$ cat config.mk
export PLATFORM = sky130hd
export DESIGN_NAME = mem_stage
export DESIGN_NICKNAME = d
export VERILOG_FILES = /design/src/rtl/cpu_pkg.sv /design/src/rtl/mem_capture_reg.sv /design/src/rtl/mem_stage.sv
export SDC_FILE = /design/constraint.sdc
export NUM_CORES = 1
export LEC_CHECK = 0
export CAP_MARGIN = 20
export CORE_MARGIN = 8
export CORE_UTILIZATION = 38
export DETAILED_ROUTE_END_ITERATION = 10
export PLACE_DENSITY = 0.68
export SLEW_MARGIN = 20
export SYNTH_ARGS = -nofsm -noshare
export SYNTH_HDL_FRONTEND = slang
export SYNTH_HIERARCHICAL = 1
export SYNTH_SLANG_ARGS = --single-unit
$ cat constraint.sdc
create_clock -name clock -period 5.15 [get_ports clock]
set_input_delay 0.515 -clock clock [delete_from_list [all_inputs] [get_ports clock]]
set_output_delay 0.515 -clock clock [all_outputs]
set_load 0.02 [all_outputs]
$ cat src/rtl/cpu_pkg.sv
// Shared constants, MEM-stage FSM encoding and the EX-capture record.
package cpu_pkg;

    localparam int unsigned DATA_W     = 16;
    localparam int unsigned REG_ADDR_W = 3;

    typedef enum logic [1:0] {
        StIdle   = 2'd0,
        StAccess = 2'd1,
        StResp   = 2'd2
    } mem_state_e;

    typedef struct packed {
        logic [DATA_W-1:0]     alu_result;
        logic [DATA_W-1:0]     branch_target;
        logic [DATA_W-1:0]     store_data;
        logic [REG_ADDR_W-1:0] write_reg;
        logic                  reg_write;
        logic                  mem_read;
        logic                  mem_write;
        logic                  branch;
        logic                  zero;
    } ex_cap_t;

endpackage

$ cat src/rtl/mem_capture_reg.sv
// Enable-loaded register holding the accepted EX-stage record.
module mem_capture_reg
    import cpu_pkg::*;
(
    input  logic    clock,
    input  logic    reset_n,
    input  logic    en,
    input  ex_cap_t d,
    output ex_cap_t q
);

    ex_cap_t cap_d, cap_q;

    always_comb begin
        cap_d = cap_q;
        if (en) begin
            cap_d = d;
        end
    end

    always_ff @(posedge clock or negedge reset_n) begin
        if (!reset_n) begin
            cap_q <= '0;
        end else begin
            cap_q <= cap_d;
        end
    end

    assign q = cap_q;

endmodule

$ cat src/rtl/mem_stage.sv
// MEM stage: EX capture, branch resolution, req/ack data-memory FSM, WB record.
// Optional request timeout is enabled by defining MEM_TIMEOUT_EN.
module mem_stage
    import cpu_pkg::*;
#(
    parameter int unsigned DATA_W         = cpu_pkg::DATA_W,
    parameter int unsigned REG_ADDR_W     = cpu_pkg::REG_ADDR_W,
    parameter int unsigned TIMEOUT_CYCLES = 15
) (
    input  logic                  clock,
    input  logic                  reset_n,
    input  logic                  ex_valid,
    output logic                  ex_ready,
    input  logic [DATA_W-1:0]     alu_result,
    input  logic [DATA_W-1:0]     branch_target,
    input  logic                  zero,
    input  logic                  branch,
    input  logic                  mem_read,
    input  logic                  mem_write,
    input  logic [DATA_W-1:0]     store_data,
    input  logic                  reg_write,
    input  logic [REG_ADDR_W-1:0] write_reg,
    output logic                  pc_src,
    output logic [DATA_W-1:0]     pc_branch,
    output logic                  flush,
    output logic                  dmem_req,
    output logic                  dmem_we,
    output logic [DATA_W-1:0]     dmem_addr,
    output logic [DATA_W-1:0]     dmem_wdata,
    input  logic                  dmem_ack,
    input  logic [DATA_W-1:0]     dmem_rdata,
    output logic                  wb_valid,
    output logic                  wb_reg_write,
    output logic [REG_ADDR_W-1:0] wb_write_reg,
    output logic [DATA_W-1:0]     wb_data,
    output logic                  mem_err
);

    mem_state_e            state_d, state_q;
    ex_cap_t               cap_in, cap;
    logic                  accept;
    logic                  acc_d, acc_q;
    logic                  wb_valid_d, wb_valid_q;
    logic                  wb_reg_write_d, wb_reg_write_q;
    logic [REG_ADDR_W-1:0] wb_write_reg_d, wb_write_reg_q;
    logic [DATA_W-1:0]     wb_data_d, wb_data_q;
    logic [DATA_W-1:0]     mem_data_d, mem_data_q;
    logic                  mem_err_d, mem_err_q;

`ifdef MEM_TIMEOUT_EN
    localparam int unsigned CntW = $clog2(TIMEOUT_CYCLES + 1);
    logic [CntW-1:0] cnt_d, cnt_q;
`else
    logic unused_timeout_cfg;
    assign unused_timeout_cfg = |TIMEOUT_CYCLES;
`endif

    // Gate with reset so ex_ready reads 0 while reset is held.
    assign ex_ready = reset_n & (state_q == StIdle);
    assign accept   = ex_valid & ex_ready;

    assign cap_in = '{
        alu_result:    alu_result,
        branch_target: branch_target,
        store_data:    store_data,
        write_reg:     write_reg,
        reg_write:     reg_write,
        mem_read:      mem_read,
        mem_write:     mem_write,
        branch:        branch,
        zero:          zero
    };

    mem_capture_reg u_capture (
        .clock   (clock),
        .reset_n (reset_n),
        .en      (accept),
        .d       (cap_in),
        .q       (cap)
    );

    always_comb begin
        state_d        = state_q;
        acc_d          = accept;
        wb_valid_d     = 1'b0;
        wb_reg_write_d = wb_reg_write_q;
        wb_write_reg_d = wb_write_reg_q;
        wb_data_d      = wb_data_q;
        mem_data_d     = mem_data_q;
        mem_err_d      = mem_err_q;
`ifdef MEM_TIMEOUT_EN
        cnt_d = cnt_q;
        if (accept) begin
            cnt_d = '0;
        end else if (state_q == StAccess) begin
            cnt_d = cnt_q + 1'b1;
        end
`endif
        unique case (state_q)
            StIdle: begin
                if (accept) begin
                    if (mem_read || mem_write) begin
                        state_d = StAccess;
                    end else begin
                        wb_valid_d     = 1'b1;
                        wb_data_d      = alu_result;
                        wb_reg_write_d = reg_write;
                        wb_write_reg_d = write_reg;
                    end
                end
            end
            StAccess: begin
                if (dmem_ack) begin
                    state_d = StResp;
                    // A store wins when both mem flags are set.
                    mem_data_d = (cap.mem_read && !cap.mem_write) ? dmem_rdata : cap.alu_result;
`ifdef MEM_TIMEOUT_EN
                end else if (cnt_q == CntW'(TIMEOUT_CYCLES - 1)) begin
                    state_d        = StIdle;
                    wb_valid_d     = 1'b1;
                    wb_data_d      = cap.alu_result;
                    wb_reg_write_d = 1'b0;
                    wb_write_reg_d = cap.write_reg;
                    mem_err_d      = 1'b1;
`endif
                end
            end
            StResp: begin
                state_d        = StIdle;
                wb_valid_d     = 1'b1;
                wb_data_d      = mem_data_q;
                wb_reg_write_d = cap.reg_write;
                wb_write_reg_d = cap.write_reg;
            end
            default: state_d = StIdle;
        endcase
    end

    always_ff @(posedge clock or negedge reset_n) begin
        if (!reset_n) begin
            state_q        <= StIdle;
            acc_q          <= 1'b0;
            wb_valid_q     <= 1'b0;
            wb_reg_write_q <= 1'b0;
            wb_write_reg_q <= '0;
            wb_data_q      <= '0;
            mem_data_q     <= '0;
            mem_err_q      <= 1'b0;
        end else begin
            state_q        <= state_d;
            acc_q          <= acc_d;
            wb_valid_q     <= wb_valid_d;
            wb_reg_write_q <= wb_reg_write_d;
            wb_write_reg_q <= wb_write_reg_d;
            wb_data_q      <= wb_data_d;
            mem_data_q     <= mem_data_d;
            mem_err_q      <= mem_err_d;
        end
    end

`ifdef MEM_TIMEOUT_EN
    always_ff @(posedge clock or negedge reset_n) begin
        if (!reset_n) begin
            cnt_q <= '0;
        end else begin
            cnt_q <= cnt_d;
        end
    end
`endif

    assign pc_src    = acc_q & cap.branch & cap.zero;
    assign flush     = pc_src;
    assign pc_branch = cap.branch_target;

    // Request outputs derive from state so reset drops them immediately.
    assign dmem_req   = (state_q == StAccess);
    assign dmem_we    = dmem_req & cap.mem_write;
    assign dmem_addr  = dmem_req ? cap.alu_result : '0;
    assign dmem_wdata = dmem_req ? cap.store_data : '0;

    assign wb_valid     = wb_valid_q;
    assign wb_reg_write = wb_reg_write_q;
    assign wb_write_reg = wb_write_reg_q;
    assign wb_data      = wb_data_q;
    assign mem_err      = mem_err_q;

endmodule

==> run summary, run 1 <==
Status -> completed
Via count -> 3140
Critical Path Max Stage Delay -> 0.72 ns
Crit-path cells -> inv_1 > and3_1 > clkdlybuf4s50_1
CORE AREA -> 0.0118 sq mm
RSZ-0062 raised after global routing -> false
Clock root buffer -> clkbuf_16
DRC -> 0
Tightest Hold Check Type -> in2async
Gp weighted congestion -> 0.749
Final Max Slew Viols -> 0
Post-synth top area share -> 53.1%
CTS buffer count -> 9
Critical Path Source -> state_q[1]
Avg Cell Area, Syn -> 13.3 sq um
Arr. time, crit path -> 2.35 ns
Skew final -> 0.00957 ns
Share of cells above drive strength 1 -> 19.2%
Worst-Margin Slew -> 1.00 ns
Delay-heaviest family, CP -> buffers and inverters
Register area -> 0.00240 sq mm
Final Hold Viols -> 0
Total design power -> 2950 uW
Row cnt -> 40
Cell variety after synth -> 27
Iter 0 DRT Violations -> 110
Htree depth -> 3
Setup TNS -> 0 ns
Cell taking the most area after synthesis -> dfrtp_1
Design Area, Final -> 0.00642 sq mm
Data required, critical path -> 4.64 ns
Startpoint Class -> flip-flop
HPWL after detailed placement -> 8180 microns
Post_cts resized -> 0
Antenna violations before repair -> 0
Final WS setup -> 2.29 ns
Number of max-cap violations -> 0
Initial Utilization -> 38.3%
Antenna diodes -> 0
Dpl cell area -> 0.00605 sq mm
Worst skew pair latency -> 0.34 ns
Synth Net Count -> 416
Die H -> 125 microns
Worst flop-to-flop path startpoint -> state_q[0]
Cell Area, Synth -> 0.00452 sq mm
R2R cell count -> 4
Period minus WS final -> 2.86 ns
Endpoints failing setup -> 0
DRT antenna net count -> 0
Register area share after synthesis -> 53.1%
Layout area overhead -> 41.9%
Largest register FFs -> 56
IO Port Bufs -> 149
YS warnings -> 6
DR pass1 iterations -> 4
Achievable frequency -> 0.349 GHz
Total grt overflow -> 0
Peak VDD IR -> 0.000213 V
Fill cell count -> 1040
Clk buf depth -> 2
Clock transition at path regs -> 0.07 ns
Final #Nets -> 551
R2r setup slk -> 3.17 ns
Die span in x -> 125 microns
Setup CP Type -> reg2out
Synth Register Bits -> 96
Worst path slowest cell -> inv_1
Worst Path Max Fanout -> 35
Largest net degree at the start of global routing -> 56
Crit share post-route -> 55.6%
CP Buf/Inv Count -> 2
Max_slew headroom -> 33.3%
Ports -> 151
Total clock sinks -> 96
Avg WL per Cell -> 18.8 microns
Number of global-route vias before repair -> 3510
P_leak -> 0.00278 uW
R2R Path End -> u_capture/q[6]
Post-Place Setup Slack -> 2.47 ns
Multi-input logic area -> 0.00192 sq mm
Setup Fix Bufs, Post-CTS -> 0
Synth area leaders -> dfrtp_1 53%, mux2_4 13%, and3_1 4.8%
PwrDens -> 460 mW/mm^2
Total wire length -> 11800 microns
CTS tree -> done
Vias/cell -> 5.01
First-pass GRT wire length -> 19200 microns
Most common cell after layout, fill and taps aside -> clkdlybuf4s50_1
Most frequent cells in the layout -> 148 x clkdlybuf4s50_1, 96 x dfrtp_1, 40 x mux2_4, 35 x and3_1, 20 x o31ai_1
Total track usage -> 15.3%
CP Capture Type -> output pin
Hold Buf Count CTS -> 0
Die area -> 0.0157 sq mm
Post-synthesis cell count -> 340
-- report_power, final --
| group | switching, uW | internal (uW) |
|---|---|---|
| Clock | 277 | 500 |
| Combinational | 448 | 580 |
| Sequential | 148 | 1000 |
-- worst max path at each step --
stage                      endpoint  slack [ns]  cells after the start
floorplan           u_capture/q[12]        3.39                      6
global placement         wb_data[1]        2.51                      4
detailed placement       wb_data[1]        2.47                      4
CTS                   dmem_wdata[6]        2.26                      3
global route          dmem_wdata[6]        2.10                      3
finish                dmem_wdata[6]        2.29                      3
-- logic make-up after synthesis --
family,share of synthesized area [%]
compound gates,10.9
mux,20.8
other cells,0.0829
buf+inv,4.65
flops,53.1
simple gates,10.5
-- Yosys cell counts (all sizes together) --
cell	n
dfrtp	96
mux2	56
and3	35
a2bb2oi	20
buf	20
o31ai	20
nand2	17
mux2i	16
o21ai	16
nand2b	13
clkbuf	11
or2b	8
inv	3
a21oi	2
conb	1
nand3b	1
nand4bb	1
nor2	1
nor2b	1
nor3	1
o2111ai	1
-- final cells by class --
cell class	count	area share, %
clock inverters	5	1.60
flip-flops and latches	96	37.4
repair buffers	155	24.0
well taps	147	2.87
inverters	3	0.175
multi-input cells	210	30.0
clock buffers	11	3.94
-- layer usage --
metal  vias up  track usage [%]  part of all wire, %
met5         -                0                    0
met4         0             4.73                  1.1
met3        10             4.80                  6.2
met2        88             25.6                   49
met1      1558             18.4                   44
li1       1484                -                    -
-- metrics by stage --
stage	hold WS (ns)	utilization, %	instances
2_1_floorplan	0.219	-	340
3_3_place_gp	0.455	51.2	610
3_5_place_dp	0.463	51.2	610
4_1_cts	0.196	54.2	626
5_1_grt	0.219	54.3	627
6_report	0.184	54.3	627
Power figures use the tool's default switching activity.
==> run 2: changes to the inputs <==
Clock period 5.15 ns to 3 ns, I/O delays scaled along.
==> run summary, run 2 (synthesis gave the netlist of run 1 again) <==
Status -> completed
DRC -> 0
Final Hold Viols -> 0
Clock transition at path regs -> 0.07 ns
Max_slew headroom -> 64.8%
IO Port Bufs -> 149
Die H -> 125 microns
Crit share post-route -> 79.4%
Initial Utilization -> 38.3%
Design Area, Final -> 0.00643 sq mm
RSZ-0062 raised after global routing -> false
Critical Path Max Stage Delay -> 0.61 ns
PwrDens -> 764 mW/mm^2
Finished Layout Cells -> 634
Register area -> 0.00240 sq mm
DR pass1 iterations -> 4
Most frequent cells in the layout -> 148 x clkdlybuf4s50_1, 96 x dfrtp_1, 40 x mux2_4, 35 x and3_1, 20 x o31ai_1
Die span in x -> 125 microns
Antenna diodes -> 0
Worst-Margin Slew -> 0.528 ns
Endpoints failing setup -> 0
Die area -> 0.0157 sq mm
CTS tree -> done
HP Start -> mem_data_q[14]
Multi-input logic area -> 0.00192 sq mm
Startpoint Class -> flip-flop
First-pass GRT wire length -> 19600 microns
Final #Nets -> 559
Final hold slack -> 0.473 ns
Skew final -> 0.00853 ns
Total design power -> 4910 uW
Worst skew pair latency -> 0.33 ns
Final Max Slew Viols -> 0
Largest net degree at the start of global routing -> 45
Peak VDD IR -> 0.000282 V
DRT antenna net count -> 0
Vias/cell -> 4.96
Worst Path Max Fanout -> 29
Clk buf depth -> 2
Worst flop-to-flop path startpoint -> state_q[1]
Total track usage -> 15.5%
Number of global-route vias before repair -> 3574
Number of max-cap violations -> 0
Data required, critical path -> 2.70 ns
Clock root buffer -> clkbuf_16
Total grt overflow -> 0
Total clock sinks -> 96
Dpl cell area -> 0.00611 sq mm
Avg WL per Cell -> 18.9 microns
Placed insts -> 618
Register share of total power -> 40.2%
Iter 0 DRT Violations -> 196
CP Capture Type -> output pin
Antenna violations before repair -> 0
Gp weighted congestion -> 0.738
Crit-path cells -> inv_1 > buf_4 > and3_1 > clkdlybuf4s50_1
Fill cell count -> 1042
Arr. time, crit path -> 2.08 ns
Setup TNS -> 0 ns
P_leak -> 0.00279 uW
Power Internal -> 3430 uW
Sw Share -> 30.1%
HPWL after detailed placement -> 8540 microns
Most common cell after layout, fill and taps aside -> clkdlybuf4s50_1
Largest register FFs -> 56
Total wire length -> 12000 microns
Row cnt -> 40
Share of cells above drive strength 1 -> 20.1%
Comb power frac -> 36.1%
Tightest Hold Check Type -> reg2reg
CTS buffer count -> 9
Critical Path Source -> state_q[1]
Clock network power share -> 23.7%
Worst path slowest cell -> clkdlybuf4s50_1
Achievable frequency -> 0.420 GHz
Ports -> 151
Layout area overhead -> 42.2%
Setup CP Type -> reg2out
Period minus WS final -> 2.38 ns
Psw -> 1480 uW
Htree depth -> 3
CORE AREA -> 0.0118 sq mm
Via count -> 3143
[run 2: cell count changes in the layout (fill, tap and decap cells not counted)]
cell,delta
buf_4,+7
bufinv_16,-2
buf_12,+1
buf_8,-1
clkbuf_8,+1
clkinv_2,+1
clkinvlp_4,-1
dlygate4sd3_1,+1
nor2b_2,+1
nor2b_4,-1
[run 2: path summary, 6_finish.rpt]
check / to / slack, ns / depth (start not counted)
max: dmem_addr[15] / 0.62 / 4
min: mem_data_q[14] / 0.47 / 2
max reg2reg: u_capture/q[4] / 1.04 / 4
min reg2reg: mem_data_q[14] / 0.47 / 2
max in group asynchronous: mem_data_q[8] / 1.66 / 3
min in group asynchronous: mem_data_q[0] / 0.48 / 2
[run 2: power by group through the flow]
stage | Clock, uW | Combinational (uW) | Sequential, uW
6_report | 1160 | 1770 | 1970
5_1_grt | 1260 | 1900 | 2030
4_1_cts | 1210 | 1800 | 1980
3_5_place_dp | 0 | 1800 | 1990
3_3_place_gp | 0 | 1760 | 1980
2_1_floorplan | 0 | 831 | 2150
[run 2: layer usage]
metal | track usage [%] | share of wire [%] | vias up | wire [microns]
li1 | - | - | 1503 | -
met1 | 18.3 | 44 | 1532 | 5230
met2 | 25.8 | 48 | 95 | 5760
met3 | 5.14 | 6.8 | 13 | 816
met4 | 5.66 | 1.5 | 0 | 184
met5 | 0 | 0 | - | 0
[run 2: area by class of cell]
type / count / area share, %
Sequential cell: 96 / 37.4
Inverter: 3 / 0.175
Clock buffer: 12 / 4.14
Multi-Input combinational cell: 210 / 29.8
Clock inverter: 3 / 0.623
Timing Repair Buffer: 163 / 25.0
Tap cell: 147 / 2.86
[run 2: stage by stage]
step | utilization (%) | worst slack (ns)
floorplan | - | 1.24
global route | 54.4 | 0.507
global placement | 51.8 | 0.873
detailed placement | 51.8 | 0.822
CTS | 54.4 | 0.595
finish | 54.4 | 0.619
[run 2: critical path, delay by kind of cell, from the launching register on]
| family | cells | cell delay (ns) |
|---|---|---|
| buffers and inverters | 3 | 1.13 |
| DFF | 1 | 0.38 |
| and+or+nand+nor | 1 | 0.24 |
[run 2: timing repair]
action	4_1_cts	5_1_grt
endpoints found under the setup margin	0	0
resized for setup	0	0
endpoints found under the hold margin	23	0
hold buffers	1	0
buffers inserted	0	0
==> run 3: changes to the inputs <==
Settings changed: PLACE_DENSITY 0.68 to 0.71.
Clock period 3 ns to 2.1 ns, I/O delays scaled along.
==> run summary, run 3 (synthesis gave the netlist of run 1 again) <==
Status -> completed
Largest register FFs -> 56
Final #Nets -> 565
Worst Path Max Fanout -> 34
Avg WL per Cell -> 18.7 microns
Worst-Margin Slew -> 0.681 ns
Arr. time, crit path -> 1.81 ns
Critical Path Source -> state_q[1]
Number of global-route vias before repair -> 3589
CP Capture Type -> output pin
Total clock sinks -> 96
Worst skew pair latency -> 0.34 ns
Gp weighted congestion -> 0.773
Vias/cell -> 4.98
Tightest Hold Check Type -> in2async
Worst flop-to-flop path startpoint -> state_q[0]
Initial Utilization -> 38.3%
Clock transition at path regs -> 0.06 ns
Most frequent cells in the layout -> 138 x clkdlybuf4s50_1, 95 x dfrtp_1, 40 x mux2_4, 35 x and3_1, 20 x o31ai_1
Total wire length -> 12000 microns
Startpoint Class -> flip-flop
Total grt overflow -> 0
Most common cell after layout, fill and taps aside -> clkdlybuf4s50_1
Final hold slack -> 0.0317 ns
Final Hold Viols -> 0
Clk buf depth -> 2
DR pass1 iterations -> 4
Number of max-cap violations -> 0
P_leak -> 0.00300 uW
Antenna diodes -> 0
Endpoints failing setup -> 0
Ports -> 151
Period minus WS final -> 2.02 ns
Peak VDD IR -> 0.000522 V
Clock root buffer -> clkbuf_16
Setup TNS -> 0 ns
Antenna violations before repair -> 0
PwrDens -> 1110 mW/mm^2
DRT antenna net count -> 0
Total track usage -> 15.6%
Share of cells above drive strength 1 -> 21.9%
First-pass GRT wire length -> 19800 microns
CTS buffer count -> 9
Crit share post-route -> 96.0%
CTS tree -> done
Iter 0 DRT Violations -> 177
Die H -> 125 microns
Via count -> 3190
RSZ-0062 raised after global routing -> false
R2R cell count -> 5
Die area -> 0.0157 sq mm
Row cnt -> 40
Hold Buf Count CTS -> 0
Setup CP Type -> reg2out
Final Max Slew Viols -> 0
Data required, critical path -> 1.89 ns
IO Port Bufs -> 149
HPWL after detailed placement -> 8630 microns
Skew final -> 0.00832 ns
CORE AREA -> 0.0118 sq mm
Max_slew headroom -> 54.6%
Layout area overhead -> 45.3%
Htree depth -> 3
Die span in x -> 125 microns
DRC -> 0
Largest net degree at the start of global routing -> 55
Achievable frequency -> 0.496 GHz
-- run 3: area by class of cell --
type / count / area, sq um
tap: 147 / 184
clock inverter: 5 / 103
clock buffer: 11 / 253
inverter: 3 / 15.0
sequential: 96 / 2400
multi-input combinational: 210 / 1920
fill: 1040 / 5240
timing repair buffer: 169 / 1700
-- run 3: worst max-delay path, stage by stage (launching register included) --
cell and delay, ns:
dfrtp_1 0.37, inv_1 0.11, buf_12 0.19, and3_1 0.19, clkdlybuf4s50_1 0.61
-- run 3: repair_timing --
action / 4_1_cts / 5_1_grt
setup endpoints to repair: 32 / 26
resized for setup: 3 / 9
buffers inserted: 0 / 2
-- run 3: stage by stage --
stage	instance area (sq um)	setup WS, ns	power, uW	std cells	utilization [%]
global placement	6180	0.208	5360	623	52.3
global route	6570	0.000182	7660	641	55.6
floorplan	4520	0.342	4260	340	-
detailed placement	6180	0.159	5420	623	52.3
finish	6570	0.0835	7280	641	55.6
CTS	6540	0.000353	7370	639	55.3
-- run 3: worst paths after layout --
kind | endpoint | slack [ns]
max in group asynchronous | state_q[0] | 1.54
min in group clock | wb_valid | 0.42
worst min register to register | mem_data_q[11] | 0.48
worst min-delay path | mem_data_q[11] | 0.03
worst max-delay path | dmem_addr[10] | 0.08
worst max register to register | u_capture/q[5] | 0.19
-- run 3: per-layer routing --
metal / vias to the layer above / track usage [%] / routed length (microns) / part of all wire, %
met1: 1567 / 19.0 / 5330 / 44
met3: 9 / 5.14 / 811 / 6.8
met2: 101 / 25.4 / 5750 / 48
li1: 1513 / - / - / -
met4: 0 / 5.16 / 115 / 0.96
met5: - / 0 / 0 / 0
-- run 3: power breakdown --
part | internal [uW] | switching (uW) | total, uW
sequential | 2450 | 358 | 2810
combinational | 1450 | 1090 | 2550
clock | 1230 | 693 | 1920
total | 5130 | 2150 | 7280
==> patch 1, RTL diff (flow settings as in run 3) <==
The 3 states of `mem_state_e` get a one-hot encoding in 3 bits.
--- a/src/rtl/cpu_pkg.sv
+++ b/src/rtl/cpu_pkg.sv
@@ -5,8 +5,8 @@
     localparam int unsigned REG_ADDR_W = 3;
 
-    typedef enum logic [1:0] {
-        StIdle   = 2'd0,
-        StAccess = 2'd1,
-        StResp   = 2'd2
+    typedef enum logic [2:0] {
+        StIdle   = 3'b001,
+        StAccess = 3'b010,
+        StResp   = 3'b100
     } mem_state_e;
 
Check against the original RTL: same outputs for any inputs over 4 cycles, from zero or initial values and one cycle with reset_n low; so few cycles prove little.
==> patch 1 against run 3 <==
- sequential cell count rose by 1
- final area shrank 3.3%
- synthesized area decreased by 0.41%
- count of clock-buffer cells in the layout increased by 1
- routed wire length up 2.8%
- total power fell by 17%
- register-to-register slack improved by 0.08 ns
- worst setup slack gained 0.045 ns
- critical path type unchanged
- highest routed layer is now met5
==> patch 1: results (changes against run 3) <==
* finished clean — run status
* 53.3% — area share of the largest cell type after synthesis, +0.22 points
* 13 — largest fanout on the critical path, -62%
* 0.000350 V — IR Drop Worst-Case VDD, -33%
* sky130_fd_sc_hd__dfrtp_1, sky130_fd_sc_hd__mux2_4, sky130_fd_sc_hd__and2_1 — Area contributors post-synth
* 53.9% — sequential fraction of the synthesis area, +0.80 points
* 12.3 mm — routed wire length, +2.8%
* sky130_fd_sc_hd__clkbuf_16 — CTS root buffer
* flip-flops — cell family with most CP delay
* 211 — initial drt markers, +19%
* 4 — Detailed Routing Iterations Pass 1, unchanged
* 9 — CTS buffer count, unchanged
* 3,355 — detailed-route via count, +5.2%
* in -> async — worst min-delay path category
* 30 — post-synth cell types, +11%
* 1.76 ns — signal arrival time at the worst endpoint, -0.05 ns
* 6130 um^2 — placed cell areas, -0.75%
* 2.86 nW — leakage power, -4.8%
* 440 — number of nets in the synthesized netlist, +5.8%
* 3,685 — vias in the first global route, +2.7%
* 4.27 mW — cell internal power dissipation, -17%
* 0.00329 ns — worst setup skew after layout, -0.00503 ns
* sky130_fd_sc_hd__dfrtp_1 — Synth area leader
* met5 — uppermost routed layer
* 0.34 ns — clock insertion delay at the later pin of the skew report, about the same
* 1 — initial antenna violation count, +1
* 589 — post-layout net count, +4.2%
* 0 — Ant. Diodes, unchanged
* 3 — depth of the CTS H-tree, unchanged
* 20.0 mm — wire length of the first global-routing pass, +1.0%
* 149 — count of buffers inserted at the top-level ports, unchanged
* 1,007 — count of fill cells added during filler insertion, -3.2%
* 5.90 mm — total length of routed met2 wires, +2.5%
* 0.55 ns — Worst path max stage delay, -0.06 ns
* 18.6% — share of final-layout standard cells stronger than drive strength 1, -3.2 points
* 6 — Yosys Warn Count, unchanged
* 0.202 ns — dpl ws, +0.0432 ns
* 8.82 mm — DP HPWL, +2.2%
* sky130_fd_sc_hd__dfstp_2 — cell type of the slowest stage on the worst timing path
* 35.6% — remaining max-slew budget at the tightest pin, -19 points
* 100% — Async SR Flop Fraction, unchanged
* 904 um — met3 layer wire length in the routed design, +11%
* 77 — pin count of the biggest net entering global routing, +40%
* 0.749 — global placement routability congestion, -3.1%
* 2430 um^2 — Reg area, +1.0%
* 56 — Largest register FFs, unchanged
* 5.29 mm — routed metal-1 wire length, -0.73%
* sky130_fd_sc_hd__dfrtp_1, sky130_fd_sc_hd__mux2_4, sky130_fd_sc_hd__nor2_1, sky130_fd_sc_hd__and2_1, sky130_fd_sc_hd__a21oi_1 — leading cell types by count after synthesis
* 16.1% — total routing resource utilization after global routing, +0.49 points
patch 1: area by class of cell:
class	count	area share, %
clock buffer	12	3.88
clock inverter	1	0.0787
tap	143	2.81
timing repair buffer	169	25.5
inverter	1	0.0591
multi-input combinational	235	29.4
sequential	97	38.2
patch 1: worst min-delay path, stage by stage:
cell                            delay [ns]
sky130_fd_sc_hd__dlygate4sd3_1        0.53
sky130_fd_sc_hd__buf_4                0.14
sky130_fd_sc_hd__buf_4                0.29
patch 1: per-stage QoR:
step	instances	power, mW
detailed placement	643	4.65
global route	658	6.40
CTS	657	6.13
finish	658	6.05
global placement	643	4.58
floorplan	364	3.78
patch 1: layer usage:
metal,global-route usage (%),up-vias
met5,0,-
met4,6.81,2
met3,4.88,17
met2,26.3,125
met1,19.2,1637
li1,-,1574
patch 1: power groups by stage:
stage / clock network, mW / logic, mW / registers (mW)
after detailed placement: 0 / 1.91 / 2.74
after global placement: 0 / 1.86 / 2.72
after CTS: 1.51 / 1.91 / 2.71
after floorplan: 0 / 0.872 / 2.90
final: 1.46 / 1.89 / 2.70
after global routing: 1.59 / 2.03 / 2.77
patch 1: repair_timing:
item / 4_1_cts / 5_1_grt
endpoints found under the setup margin: 35 / 26
endpoints found under the hold margin: 21 / 0
hold buffers: 1 / 0
buffers inserted: 0 / 1
gates resized for setup: 35 / 0
patch 1: worst paths after layout:
path	start	endpoint	slack, ns	depth (start not counted)
min	reset_n	u_capture/q[22]	0.45	3
min in group clock	store_data[1]	u_capture/q[9]	0.48	2
max reg2reg	state_q[0]	u_capture/q[5]	0.27	6
max	state_q[0]	dmem_addr[0]	0.13	5
max in group asynchronous	reset_n	mem_data_q[0]	0.40	4
min reg2reg	u_capture/q[9]	u_capture/q[9]	0.50	1
patch 1: cells by family after synthesis:
kind of cell / count (synthesis) / synth area share (%)
DFF: 97 / 53.9
and+or+nand+nor: 97 / 12.2
muxes: 72 / 20.9
AOI/OAI and AO/OA: 65 / 8.17
buffers and inverters: 32 / 4.78
other: 1 / 0.0833
==> patch 2, RTL diff (settings of run 3) <==
Without the edit above. The package constant `REG_ADDR_W` goes from 3 to 4.
--- a/src/rtl/cpu_pkg.sv
+++ b/src/rtl/cpu_pkg.sv
@@ -3,5 +3,5 @@
 
     localparam int unsigned DATA_W     = 16;
-    localparam int unsigned REG_ADDR_W = 3;
+    localparam int unsigned REG_ADDR_W = 4;
 
     typedef enum logic [1:0] {
Interface: changed (resized wb_write_reg and write_reg); port bits go from 151 to 153. The function was not compared with the original's and may differ.
==> patch 2 against run 3 <==
- total power decreased by 1.3%
- sequential power rose by 2%
- sequential cell count rose by 2
- first-iteration DRC count decreased by 4.5%
- routed wire length rose by 1.5%
- utilization is 0.074 points higher
- clock power down 6%
- non-clock buffer count stayed put
- synthesized area increased by 0.14%
- worst setup slack improved by 0.035 ns
- global-route usage is 0.19 points higher
- via count is 2.1% higher
- final area is 0.13% higher
- largest power group unchanged
- highest routed layer unchanged
==> patch 2: results (changes against run 3) <==
* 19.8% — share of final-layout standard cells stronger than drive strength 1, -2.1 points
* 5.03 mW — cell internal power dissipation, -2.0%
* 5.03 — DR vias/cell, +1.1%
* u_capture/q[14] — endpoint of the worst-slack reg-to-reg timing path
* 0.00334 ns — worst setup skew after layout, -0.00498 ns
* 18 — largest fanout on the critical path, -47%
* 10.5% — synthesized-area fraction occupied by ao, oa, aoi and oai cells, -0.35 points
* 54.1% — sequential fraction of the synthesis area, +1.0 points
* 57 — Largest register FFs, +1.8%
* 3,687 — vias in the first global route, +2.7%
* 1.77 ns — signal arrival time at the worst endpoint, -0.04 ns
* sky130_fd_sc_hd__dfrtp_1, sky130_fd_sc_hd__and3_1, sky130_fd_sc_hd__mux2_4, sky130_fd_sc_hd__mux2_2, sky130_fd_sc_hd__o31ai_1 — leading cell types by count after synthesis
* 423 — number of nets in the synthesized netlist, +1.7%
* sky130_fd_sc_hd__dfrtp_1, sky130_fd_sc_hd__mux2_4, sky130_fd_sc_hd__mux2_2 — Area contributors post-synth
* 4 — cell count of the worst reg-to-reg path, -1
* 0.723 — global placement routability congestion, -6.5%
* 0.29 ns — slack of the worst reg-to-reg path, +0.10 ns
* 572 — post-layout net count, +1.2%
* 12.2 mm — routed wire length, +1.5%
* 20.2% — share of synthesized area spent on multiplexers, -0.61 points
* 41.3% — remaining max-slew budget at the tightest pin, -13 points
* state_q[1] — critical register-to-register path startpoint
* dmem_addr[8] — termination of the worst setup path
* 3.12 nW — leakage power, +4.1%
* finished clean — run status
patch 2: cell types whose count changed after synthesis, sizes merged:
cell	before	now
nand2b	13	17
or2b	8	5
dfrtp	96	98
a2bb2oi	20	21
buf	20	19
clkbuf	11	12
mux2	56	57
o31ai	20	21
patch 2: layout make-up:
| class | count | area, um^2 |
|---|---|---|
| Clock buffer | 12 | 256 |
| Clock inverter | 4 | 73.8 |
| Fill cell | 1006 | 5230 |
| Inverter | 3 | 13.8 |
| Multi-Input combinational cell | 214 | 1880 |
| Sequential cell | 98 | 2450 |
| Tap cell | 147 | 184 |
| Timing Repair Buffer | 169 | 1720 |
patch 2: worst max-delay path, stage by stage (launching register included):
cell and delay (ns):
sky130_fd_sc_hd__dfrtp_1 0.43, sky130_fd_sc_hd__buf_6 0.22, sky130_fd_sc_hd__and3_1 0.18, sky130_fd_sc_hd__clkdlybuf4s50_1 0.61
patch 2: power groups by stage:
| stage | Combinational [mW] | Clock, mW | Sequential (mW) |
|---|---|---|---|
| 6_report | 2.53 | 1.80 | 2.86 |
| 4_1_cts | 2.58 | 1.84 | 2.87 |
| 5_1_grt | 2.71 | 1.90 | 2.95 |
| 3_5_place_dp | 2.58 | 0 | 2.89 |
| 3_3_place_gp | 2.52 | 0 | 2.87 |
| 2_1_floorplan | 1.14 | 0 | 3.13 |
patch 2: routing by layer:
| layer | vias up | track usage (%) | wire length [um] |
|---|---|---|---|
| met1 | 1598 | 19.4 | 5430 |
| li1 | 1535 | - | - |
| met4 | 0 | 5.09 | 167 |
| met2 | 111 | 24.5 | 5440 |
| met5 | - | 0 | 0 |
| met3 | 12 | 6.71 | 1150 |
patch 2: worst min path at each step:
stage / start / cells past startpoint / slack, ns / to
final: reset_n / 2 / 0.30 / u_capture/q[2]
after global routing: reset_n / 2 / 0.30 / u_capture/q[2]
after CTS: reset_n / 2 / 0.29 / u_capture/q[2]
after detailed placement: reset_n / 1 / 0.02 / u_capture/q[2]
after global placement: reset_n / 1 / 0.02 / u_capture/q[2]
after floorplan: reset_n / 0 / -0.09 / acc_q
patch 2: metrics by stage:
step / utilization, % / instances / setup slack [ns] / power [mW] / instance area (um^2)
finish: 55.7 / 647 / 0.119 / 7.19 / 6580
global route: 55.7 / 647 / 0.0474 / 7.56 / 6580
CTS: 55.3 / 647 / 0.0265 / 7.28 / 6540
detailed placement: 52.5 / 630 / 0.0788 / 5.47 / 6200
global placement: 52.5 / 630 / 0.113 / 5.39 / 6200
floorplan: - / 346 / 0.282 / 4.28 / 4530
patch 2: timing repair:
action,4_1_cts,5_1_grt
endpoints found under the hold margin,28,0
gates resized for setup,7,17
endpoints found under the setup margin,22,19
hold buffers,1,0
